### src/rtl/divider_16by8bits.sv
// Sequential restoring divider: WIDTH_N-bit dividend / WIDTH_D-bit divisor, one quotient bit per
// clock, MSB first, st/done handshake. Define DIVIDER_SIGNED_EN for two's-complement operands.
//
// state  | meaning
// S_IDLE | waiting for an accepted st
// S_CALC | one restoring iteration per clock, WIDTH_N clocks, busy=1
// S_DONE | quot/rem/div0 just loaded, done=1 for this one cycle; st here starts the next op

module divider_16by8bits #(
    parameter int WIDTH_N = 16,
    parameter int WIDTH_D = 8
) (
    input  logic               clk,
    input  logic               rst_n,
    input  logic               st,
    input  logic [WIDTH_N-1:0] dvd,
    input  logic [WIDTH_D-1:0] dvs,
    output logic [WIDTH_N-1:0] quot,
    output logic [WIDTH_D-1:0] rem,
    output logic               busy,
    output logic               done,
    output logic               div0
);

    localparam int CNT_W = (WIDTH_N > 1) ? $clog2(WIDTH_N) : 1;
    localparam logic [CNT_W-1:0] CNT_LAST = CNT_W'(WIDTH_N - 1);

    typedef enum logic [1:0] {
        S_IDLE = 2'd0,
        S_CALC = 2'd1,
        S_DONE = 2'd2
    } state_t;

    state_t             r_state;
    state_t             w_state_nxt;

    logic [CNT_W-1:0]   r_cnt;
    logic [WIDTH_D-1:0] r_p;
    logic [WIDTH_N-1:0] r_q;
    logic [WIDTH_D-1:0] r_dvs;
    logic [WIDTH_N-1:0] r_quot;
    logic [WIDTH_D-1:0] r_rem;
    logic               r_div0;

    logic               w_accept;
    logic               w_dvs_zero;
    logic               w_last;
    logic [WIDTH_N-1:0] w_dvd_mag;
    logic [WIDTH_D-1:0] w_dvs_mag;
    logic [WIDTH_D:0]   w_p_shift;
    logic               w_ge;
    logic [WIDTH_D-1:0] w_p_nxt;
    logic [WIDTH_N-1:0] w_q_nxt;
    logic [WIDTH_N-1:0] w_quot_fix;
    logic [WIDTH_D-1:0] w_rem_fix;

    assign w_accept   = st && ((r_state == S_IDLE) || (r_state == S_DONE));
    assign w_dvs_zero = (dvs == '0);
    assign w_last     = (r_cnt == CNT_LAST);

    // ---------------------------------------------------------------- FSM
    always_ff @(posedge clk or negedge rst_n) begin
        if (!rst_n) begin
            r_state <= S_IDLE;
        end else begin
            r_state <= w_state_nxt;
        end
    end

    always_comb begin
        w_state_nxt = r_state;
        case (r_state)
            S_IDLE: begin
                if (st) begin
                    w_state_nxt = w_dvs_zero ? S_DONE : S_CALC;
                end
            end
            S_CALC: begin
                if (w_last) begin
                    w_state_nxt = S_DONE;
                end
            end
            S_DONE: begin
                if (st) begin
                    w_state_nxt = w_dvs_zero ? S_DONE : S_CALC;
                end else begin
                    w_state_nxt = S_IDLE;
                end
            end
            default: w_state_nxt = S_IDLE;
        endcase
    end

    always_comb begin
        busy = (r_state == S_CALC);
        done = (r_state == S_DONE);
    end

    // ---------------------------------------------------------------- operand conditioning
`ifdef DIVIDER_SIGNED_EN
    logic w_dvd_neg;
    logic w_dvs_neg;
    logic r_neg_q;
    logic r_neg_r;

    assign w_dvd_neg = dvd[WIDTH_N-1];
    assign w_dvs_neg = dvs[WIDTH_D-1];
    // The most negative value maps onto itself, which is the correct unsigned magnitude.
    assign w_dvd_mag = w_dvd_neg ? -dvd : dvd;
    assign w_dvs_mag = w_dvs_neg ? -dvs : dvs;

    always_ff @(posedge clk or negedge rst_n) begin
        if (!rst_n) begin
            r_neg_q <= 1'b0;
            r_neg_r <= 1'b0;
        end else if (w_accept && !w_dvs_zero) begin
            r_neg_q <= w_dvd_neg ^ w_dvs_neg;
            r_neg_r <= w_dvd_neg;
        end
    end

    assign w_quot_fix = r_neg_q ? -w_q_nxt : w_q_nxt;
    assign w_rem_fix  = r_neg_r ? -w_p_nxt : w_p_nxt;
`else
    assign w_dvd_mag  = dvd;
    assign w_dvs_mag  = dvs;
    assign w_quot_fix = w_q_nxt;
    assign w_rem_fix  = w_p_nxt;
`endif

    // ---------------------------------------------------------------- restoring iteration
    // The stored partial remainder is always < divisor, so only the shifted value needs the extra bit.
    always_comb begin
        w_p_shift = {r_p, r_q[WIDTH_N-1]};
        w_ge      = (w_p_shift >= {1'b0, r_dvs});
        if (w_ge) begin
            w_p_nxt = WIDTH_D'(w_p_shift - {1'b0, r_dvs});
        end else begin
            w_p_nxt = w_p_shift[WIDTH_D-1:0];
        end
        w_q_nxt = {r_q[WIDTH_N-2:0], w_ge};
    end

    always_ff @(posedge clk or negedge rst_n) begin
        if (!rst_n) begin
            r_cnt  <= '0;
            r_p    <= '0;
            r_q    <= '0;
            r_dvs  <= '0;
            r_quot <= '0;
            r_rem  <= '0;
            r_div0 <= 1'b0;
        end else if (w_accept) begin
            r_cnt <= '0;
            if (w_dvs_zero) begin
                r_quot <= '1;
                r_rem  <= dvd[WIDTH_D-1:0];
                r_div0 <= 1'b1;
            end else begin
                r_p    <= '0;
                r_q    <= w_dvd_mag;
                r_dvs  <= w_dvs_mag;
                r_div0 <= 1'b0;
            end
        end else if (r_state == S_CALC) begin
            r_p   <= w_p_nxt;
            r_q   <= w_q_nxt;
            r_cnt <= r_cnt + CNT_W'(1);
            // Results are published only on the last iteration, together with the move to DONE.
            if (w_last) begin
                r_quot <= w_quot_fix;
                r_rem  <= w_rem_fix;
            end
        end
    end

    assign quot = r_quot;
    assign rem  = r_rem;
    assign div0 = r_div0;

endmodule

### config.mk
export PLATFORM = sky130hd
export DESIGN_NAME = divider_16by8bits
export DESIGN_NICKNAME = d
export VERILOG_FILES = /design/src/rtl/divider_16by8bits.sv
export SDC_FILE = /design/constraint.sdc
export NUM_CORES = 1
export LEC_CHECK = 0
export BUFFER_PORTS_ARGS = -buffer_cell sky130_fd_sc_hd__buf_2
export CORE_ASPECT_RATIO = 0.5
export CORE_UTILIZATION = 50
export DETAILED_ROUTE_END_ITERATION = 10
export GPL_ROUTABILITY_DRIVEN = 0
export PLACE_DENSITY = 0.76
export SLEW_MARGIN = 20
export SYNTH_ARGS = -nofsm -noshare
export SYNTH_HDL_FRONTEND = slang
export SYNTH_SLANG_ARGS = --single-unit
### constraint.sdc
create_clock -name clk -period 2.2 [get_ports clk]
set_input_delay 0 -clock clk [delete_from_list [all_inputs] [get_ports clk]]
set_output_delay 0 -clock clk [all_outputs]
set_load 0.005 [all_outputs]
After elaboration in Yosys (flattened, before gate mapping)
Cells that the tools add are included.
{"block": "totals", "out_inout_bits": 27, "input_bits": 27, "ff_bits": 63, "wordCells": 52}
{"block": "op_classes", "n_bitwise": 1, "n_reduce_logical": 10, "n_mux": 23, "addsub": 2, "n_eq_ne": 7, "magnitude_cmp": 1}
{"cell": "16-bit 2-to-1 mux", "count": 7}
{"cell": "8-bit 2-to-1 mux", "count": 8}
{"cell": "9-bit by 8-bit >= comparator with 1-bit output", "count": 1}
{"cell": "8-bit zero test", "count": 1}
{"cell": "2-bit 2-to-1 mux", "count": 4}
{"cell": "4-bit 2-to-1 mux", "count": 2}
{"cell": "8-bit subtractor", "count": 1}
{"cell": "2-bit case mux with 3 select lines", "count": 1}
{"cell": "2-bit AND reduction", "count": 3}
{"cell": "4-bit by 1-bit adder with 4-bit output, second input constant", "count": 1}
{"cell": "4-bit equality test, second input constant", "count": 1}
{"cell": "2-bit by 1-bit != test with 1-bit output, second input constant", "count": 2}
{"cell": "2-bit != test, second input constant", "count": 2}
{"cell": "2-bit nonzero test", "count": 2}
{"cell": "3-bit AND reduction", "count": 1}
{"cell": "2-bit by 1-bit equality test with 1-bit output, second input constant", "count": 1}
{"cell": "2-bit equality test, second input constant", "count": 1}
{"cell": "2-bit zero test", "count": 1}
{"cell": "1-bit logical AND", "count": 1}
{"cell": "1-bit logical OR", "count": 1}
{"cell": "1-bit 2-to-1 mux", "count": 1}
{"cell": "1-bit NOT", "count": 1}

Longest topological paths before layout
Gate-level depths: netlist of the first run.
{"block": "depth", "ltp_word": 5, "depth_mapped": 10, "mapped_depth_nobuf": 10}

Worst setup path before layout of the first run
OpenSTA, ideal clock, no wires.
{"block": "synth_timing", "kind": "reg-to-reg", "start": "reg r_p[5]", "end": "reg r_rem[6] (netlist: rem[6])", "period_less_slack_ns": 2.061, "path_slack_ns": 0.139, "setup_ns": 0.136, "stages_incl_launch_ff": 9, "arrival_time_ns": 1.924, "n_path_buf": 1, "path_cell_list": "dfrtp_1 > ha_1 > a21oi_1 > nor2b_1 > a2111oi_4 > and2_4 > buf_12 > mux2i_1 > a21oi_1"}
{"block": "synth_via", "elab_chain_len": 5}
{"item": "start: declaration", "line_no": "38", "source": "logic [WIDTH_D-1:0] r_p;"}
{"item": "start signal: assignment", "line_no": "166", "source": "r_p <= w_p_nxt;"}
{"item": "8-bit subtractor or 9-bit by 8-bit >= comparator with 1-bit output (tied branches)", "line_no": "137, 135"}
{"item": "8-bit 2-to-1 mux (*)", "line_no": "136", "source": "if (w_ge) begin"}
{"item": "8-bit 2-to-1 mux (*)", "line_no": "170", "source": "if (w_last) begin"}
{"item": "8-bit 2-to-1 mux (*)", "line_no": "165", "source": "end else if (r_state == S_CALC) begin"}
{"item": "8-bit 2-to-1 mux (*)", "line_no": "153", "source": "end else if (w_accept) begin"}
{"item": "end signal: assignment", "line_no": "157", "source": "r_rem <= dvd[WIDTH_D-1:0];"}
{"item": "end signal: assignment", "line_no": "172", "source": "r_rem <= w_rem_fix;"}
{"item": "end: declaration", "line_no": "42", "source": "logic [WIDTH_D-1:0] r_rem;"}
Every way passes the cells marked *; elsewhere a longest branch is shown, timed or not. The select of a mux whose other input is x is not followed.
A chain may end at the register's enable or synchronous reset.

Worst setup path after layout of the first run
{"block": "layout_timing", "start": "reg r_p[5]", "end": "reg r_rem[4] (netlist: rem[4])"}
{"block": "layout_via", "elab_chain_len": 5}
{"item": "9-bit by 8-bit >= comparator with 1-bit output", "line_no": "135", "source": "w_ge = (w_p_shift >= {1'b0, r_dvs});"}
{"item": "8-bit 2-to-1 mux", "line_no": "136"}
{"item": "8-bit 2-to-1 mux", "line_no": "170"}
{"item": "8-bit 2-to-1 mux", "line_no": "165"}
{"item": "8-bit 2-to-1 mux", "line_no": "153"}
No other way between the ends. The select of a mux whose other input is x is not followed.

==> results.sh, run 1 <==
export IMPL_status="finished with violations"
export IMPL_violations="setup timing"
export IMPL_ant_nets=0
export IMPL_wire_per_inst_um=15.9
export IMPL_clock_path_buffers=2
export IMPL_ys_seq_area_share_pct=50.5
export IMPL_start_util_pct=54.2
export IMPL_synthTopCellsByArea="dfrtp_1 51%, nand2_1 7.6%, o21ai_0 5.8%, nor2_1 4.8%, ha_1 3.6%"
export IMPL_hold_ws_ns=0.252
export IMPL_async_reset_ff_share_pct=100
export IMPL_grt_max_degree=36
export IMPL_synth_common_cells="63 x dfrtp_1, 63 x nand2_1, 40 x nor2_1"
export IMPL_max_freq_mhz=453
export IMPL_synth_top_cell_area_share_pct=50.5
export IMPL_min_path_type="primary input to asynchronous set/reset pin"
export IMPL_wl_um=8190
export IMPL_fp_coreArea_um2=5750
export IMPL_numCtsBuffers=9
export IMPL_viasPerCell=5.58
export IMPL_ys_ff_latch=63
export IMPL_clock_sinks=63
export IMPL_synth_ff_type="dfrtp_1"
export IMPL_antenna_cells=0
export IMPL_finalMaxSlewViolations=0
export IMPL_syn_num_nets=378
export IMPL_slew_limit_headroom_pct=54.4
export IMPL_drt_iter0_drc=214
export IMPL_finalNetCount=464
export IMPL_overflow=0
export IMPL_cp_required_ns=2.40
export IMPL_row_count=19
export IMPL_worstSetupPathType="flip-flop to flip-flop"
export IMPL_drive_above_1_share_pct=25.9
export IMPL_place_ws_ns=-0.0498
export IMPL_synth_edf_count=0
export IMPL_fin_util_pct=71.9
export IMPL_fin_crit_ns=2.21
export IMPL_synth_largest_area_cell="dfrtp_1"
export IMPL_port_buffers=53
export IMPL_endpoint_kind="flip-flop"
export IMPL_vdd_ir_drop_max_uv=874
export IMPL_syn_avg_cell_area_um2=9.15
export IMPL_tightest_slew_ns=0.684
export IMPL_instances_no_fill=516
export IMPL_p_total_mw=7.01
export IMPL_antenna_found_initial=0
export IMPL_track_usage_pct=26.0
export IMPL_synth_area_um2=3120
export IMPL_power_leakage_nw=1.92
export IMPL_path_max_fanout=8
export IMPL_fin_crit_sh_pct=100
export IMPL_setup_ws_ns=-0.00563
export IMPL_clkTransAtPathRegs_ns=0.06
export IMPL_finalHoldViolCount=0
export IMPL_clock_latency_ns=0.33
export IMPL_syn_inst=341
export IMPL_grt_pass1_vias=2651
export IMPL_start_kind="flip-flop"
export IMPL_cts_tree="built"
export IMPL_synth_cell_types=46
export IMPL_die_area_um2=6580
export IMPL_grt_pass1_wl_um=12900
export IMPL_powerDensity_nw_per_um2=1690
export IMPL_max_cap_viol_count=0
export IMPL_cp_arrival_ns=2.41
export IMPL_layout_area_overhead_vs_synth_pct=32.6
export IMPL_placed_cells=473
export IMPL_via_count=2877
export IMPL_ys_warn_count=0
export IMPL_fin_skew_ns=0.00543
export IMPL_h_tree_depth=3
export IMPL_clock_root_buffer="clkbuf_16"
export IMPL_final_setup_viol_count=3
export IMPL_ios=54
export IMPL_route_detailed_drc=0
export IMPL_drt_pass1_iter_count=7
export IMPL_hpwlAfterDp_um=5150
export IMPL_dieWidth_um=114
export IMPL_die_y_um=57.9
==> what timing repair did <==
| item | in CTS | in global routing |
|---|---|---|
| pin swaps | 0 | 6 |
| hold buffers | 25 | 0 |
| setup buffers | 0 | 2 |
| setup endpoints to repair | 2 | 16 |
| hold endpoints to repair | 53 | 0 |
| gates resized for setup | 1 | 15 |
| cloned | 0 | 0 |
==> metrics by stage <==
step / TNS, ns / cell area (µm²)
after floorplan: 0 / 3120
after global placement: 0 / 3520
after detailed placement: -0.0498 / 3520
after CTS: 0 / 4040
after global routing: -0.370 / 4140
final: -0.00966 / 4140
==> placed cells by master (no fill, tap or decap), drive strengths merged, types with 2 or more instances in the layout <==
master	Yosys	routed
a21oi	15	15
nand2	63	63
or3	6	6
clkinv	1	4
dfrtp	63	63
or2	2	2
and3	2	2
mux2i	8	8
xor2	2	2
xnor2	4	4
dlygate4sd3	0	25
clkinvlp	0	3
nor2b	3	3
o21ai	47	47
o22ai	2	2
clkbuf	15	10
ha	9	9
nand3	5	5
nand2b	2	2
buf	4	69
a31oi	15	15
a211oi	2	2
inv	11	11
nor2	42	42
or4	3	3
==> metal layers <==
layer	wire length [µm]	up-vias	GRT usage [%]
met3	516	19	5.75
met1	3610	1372	34.7
met2	3880	144	41.9
met5	0	-	0
met4	178	0	10.9
li1	-	1342	-
==> cell families (layout without fill, tap and decap cells) <==
logic type                 Yosys count  count (layout)  synth area share, %
buffers and inverters               31             122                 4.57
AOI/OAI and AO/OA                   89              89                 17.0
adders and majority gates           10              10                 4.25
xor gates and xnor gates             6               6                 1.68
muxes                                9               9                 2.93
DFF                                 63              63                 50.5
and+or+nand+nor                    133             133                 19.1
==> worst paths after layout <==
path	start	endpoint	slack, ns	cells after the start
min reg2reg	quot[8]	quot[8]	0.48	2
max reg2reg	r_p[5]	rem[4]	-0.006	7
max in group asynchronous	rst_n	quot[2]	1.33	3
min	rst_n	r_p[1]	0.25	2
max	r_p[5]	rem[4]	-0.006	7
min in group clk	st	div0	0.32	5
==> registers in the layout (all words and copies together), names as in the netlist <==
signal   count
r_state      2
r_dvs        8
div0         1
r_q         16
rem          8
quot        16
r_p          8
r_cnt        4
==> critical path: stages (launching register included) <==
cell	delay, ns
dfrtp_1	0.44
ha_4	0.28
a21oi_2	0.19
nor2b_1	0.12
a2111oi_4	0.36
and2_4	0.30
mux2i_2	0.28
a21oi_1	0.11
==> where the power goes <==
group | switching [mW] | internal (mW)
combinational | 1.93 | 1.67
sequential | 0.409 | 1.74
clock | 0.515 | 0.754
total | 2.85 | 4.16
==> cell type report <==
class	count	area, µm²
Clock buffer	10	229
Clock inverter	6	37.5
Tap cell	84	105
Timing Repair Buffer	94	648
Fill cell	435	1620
Multi-Input combinational cell	247	1500
Inverter	12	45.0
Sequential cell	63	1580
Note: power is estimated with default switching activity, not from simulation.
==> run 2, diff against run 1 <==
- CELL_PAD_IN_SITES_DETAIL_PLACEMENT: unset -> 0
- CELL_PAD_IN_SITES_GLOBAL_PLACEMENT: unset -> 1
- CORE_UTILIZATION: 50 -> 38
==> run 2 against run 1 <==
Effect of this change:
- the run ends with hold timing left
- core utilization decreased by 16 points
- hold slack worse by 0.26 ns
- total power increased by 4.3%
- final area increased by 2.3%
- maximum frequency grew 1.4%
- non-clock buffer count stayed put
- sequential share of layout area decreased by 0.80 points
- register-to-register slack gained 0.03 ns
- largest power group unchanged
- clock power up 13%
- final cell count grew 4.7%
==> results.sh, run 2 (synthesis results as in run 1) <==
export IMPL_slew_limit_headroom_pct=53.7
export IMPL_fin_skew_ns=0.00299
export IMPL_h_tree_depth=3
export IMPL_drt_pass1_iter_count=4
export IMPL_final_cell_mix="63 x nand2_1, 60 x dfrtp_1, 53 x buf_2, 40 x nor2_1, 31 x o21ai_0"
export IMPL_critPathBufInv=2
export IMPL_row_count=22
export IMPL_port_buffers=53
export IMPL_path_max_fanout=2
export IMPL_place_ws_ns=-0.00402
export IMPL_setup_ws_ns=0.0256
export IMPL_placed_cells=496
export IMPL_cp_required_ns=2.44
export IMPL_final_setup_tns_ns=0
export IMPL_via_count=2718
export IMPL_drt_iter0_drc=170
export IMPL_max_stage_delay_ns=0.39
export IMPL_powerDensity_nw_per_um2=1730
export IMPL_clock_root_buffer="clkbuf_16"
export IMPL_overflow=0
export IMPL_fin_crit_ns=2.17
export IMPL_min_path_type="primary input to flip-flop"
export IMPL_regArea_um2=1580
export IMPL_finalHoldViolCount=1
export IMPL_clock_path_buffers=2
export IMPL_status="finished with violations"
export IMPL_grt_pass1_vias=2577
export IMPL_max_freq_mhz=460
export IMPL_start_kind="flip-flop"
export IMPL_clock_latency_ns=0.32
export IMPL_final_common_cell="nand2_1"
export IMPL_fin_crit_sh_pct=98.8
export IMPL_drive_above_1_share_pct=28.2
export IMPL_clkTransAtPathRegs_ns=0.05
export IMPL_antenna_cells=0
export IMPL_crit_chain="inv_1, ha_2, inv_2, fa_2, a211oi_2, o21bai_1, a21oi_1, xnor2_1, mux2i_2, a211oi_2"
export IMPL_cts_tree="built"
export IMPL_fp_coreArea_um2=7620
export IMPL_ant_nets=0
export IMPL_grt_pass1_wl_um=12700
export IMPL_ios=54
export IMPL_power_leakage_nw=1.93
export IMPL_crit_top_cell="a211oi_2"
export IMPL_wire_per_inst_um=14.6
export IMPL_start_util_pct=40.9
export IMPL_route_detailed_drc=0
export IMPL_violations="hold timing"
export IMPL_hold_ws_ns=-0.00744
export IMPL_max_cap_viol_count=0
export IMPL_nFillCells=703
export IMPL_die_y_um=66.1
export IMPL_hpwlAfterDp_um=5500
export IMPL_final_setup_viol_count=0
export IMPL_tightest_slew_ns=0.693
export IMPL_finalNetCount=464
export IMPL_instances_no_fill=540
export IMPL_worstSetupPathType="flip-flop to flip-flop"
export IMPL_grt_max_degree=40
export IMPL_p_total_mw=7.31
export IMPL_numCtsBuffers=9
export IMPL_multi_input_area_um2=1530
export IMPL_finalMaxSlewViolations=0
export IMPL_cp_arrival_ns=2.41
export IMPL_viasPerCell=5.03
export IMPL_cp_slowest_cell="dfrtp_1"
export IMPL_endpoint_kind="flip-flop"
export IMPL_clock_sinks=63
export IMPL_antenna_found_initial=0
export IMPL_vdd_ir_drop_max_uv=660
export IMPL_die_area_um2=8600
export IMPL_layout_area_overhead_vs_synth_pct=35.6
export IMPL_cp_top_family="compound AO/OA/AOI/OAI gates"
export IMPL_track_usage_pct=19.9
export IMPL_dieWidth_um=130
export IMPL_rsz0062_at_grt="true"
export IMPL_wl_um=7880
==> run 2: changes by cell type in the layout (fill, tap and decap cells not counted), moves of 3 or more <==
cell / before / now
mux2i_4: 0 / 3
inv_1: 10 / 7
o21ai_1: 11 / 15
inv_2: 1 / 4
o21ai_0: 35 / 31
==> run 2: area by class of cell <==
class / instances / area share [%]
clock buffer: 11 / 5.97
timing repair buffer: 94 / 15.0
sequential: 63 / 37.3
multi-input combinational: 247 / 36.2
tap: 108 / 3.19
clock inverter: 5 / 1.33
inverter: 12 / 1.06
==> run 2: routing by layer <==
layer	global-route usage (%)	vias to the layer above	part of all wire, %
met3	4.85	15	4.4
met2	31.9	66	46
met1	26.5	1288	48
met4	6.25	0	1.8
li1	-	1349	-
met5	0	-	0
==> run 2: power by group <==
| part | total [mW] | internal [mW] | switching, mW | leakage [nW] |
|---|---|---|---|---|
| combinational | 3.74 | 1.80 | 1.94 | 1.03 |
| clock | 1.43 | 0.935 | 0.495 | 0.152 |
| sequential | 2.15 | 1.74 | 0.406 | 0.753 |
==> run 2: path summary, 6_finish.rpt <==
| kind | start | to | slack (ns) | cells past startpoint |
|---|---|---|---|---|
| max in group asynchronous | rst_n | r_q[10] | 1.35 | 3 |
| setup / recovery | r_q[15] | r_p[6] | 0.03 | 10 |
| min in group asynchronous | rst_n | r_p[7] | 0.11 | 2 |
| setup reg to reg | r_q[15] | r_p[6] | 0.03 | 10 |
| hold / removal | dvd[0] | rem[0] | -0.007 | 3 |
| hold reg to reg | quot[10] | quot[10] | 0.47 | 2 |
==> run 2: repair_timing <==
item,CTS,global route
endpoints found under the setup margin,2,16
hold buffers,24,0
endpoints found under the hold margin,55,0
pin swaps,1,9
setup buffers,0,4
resized for setup,2,29
==> run 2: metrics by stage <==
| step | util, % | area [µm²] |
|---|---|---|
| 4_1_cts | 53.6 | 4090 |
| 5_1_grt | 55.5 | 4230 |
| 2_1_floorplan | - | 3120 |
| 3_5_place_dp | 46.3 | 3530 |
| 6_report | 55.5 | 4230 |
| 3_3_place_gp | 46.3 | 3530 |
==> run 2: tightest hold or removal path, cell delays in order <==
cell and delay, ns:
buf_2 0.08, mux2i_1 0.06, o22ai_1 0.12
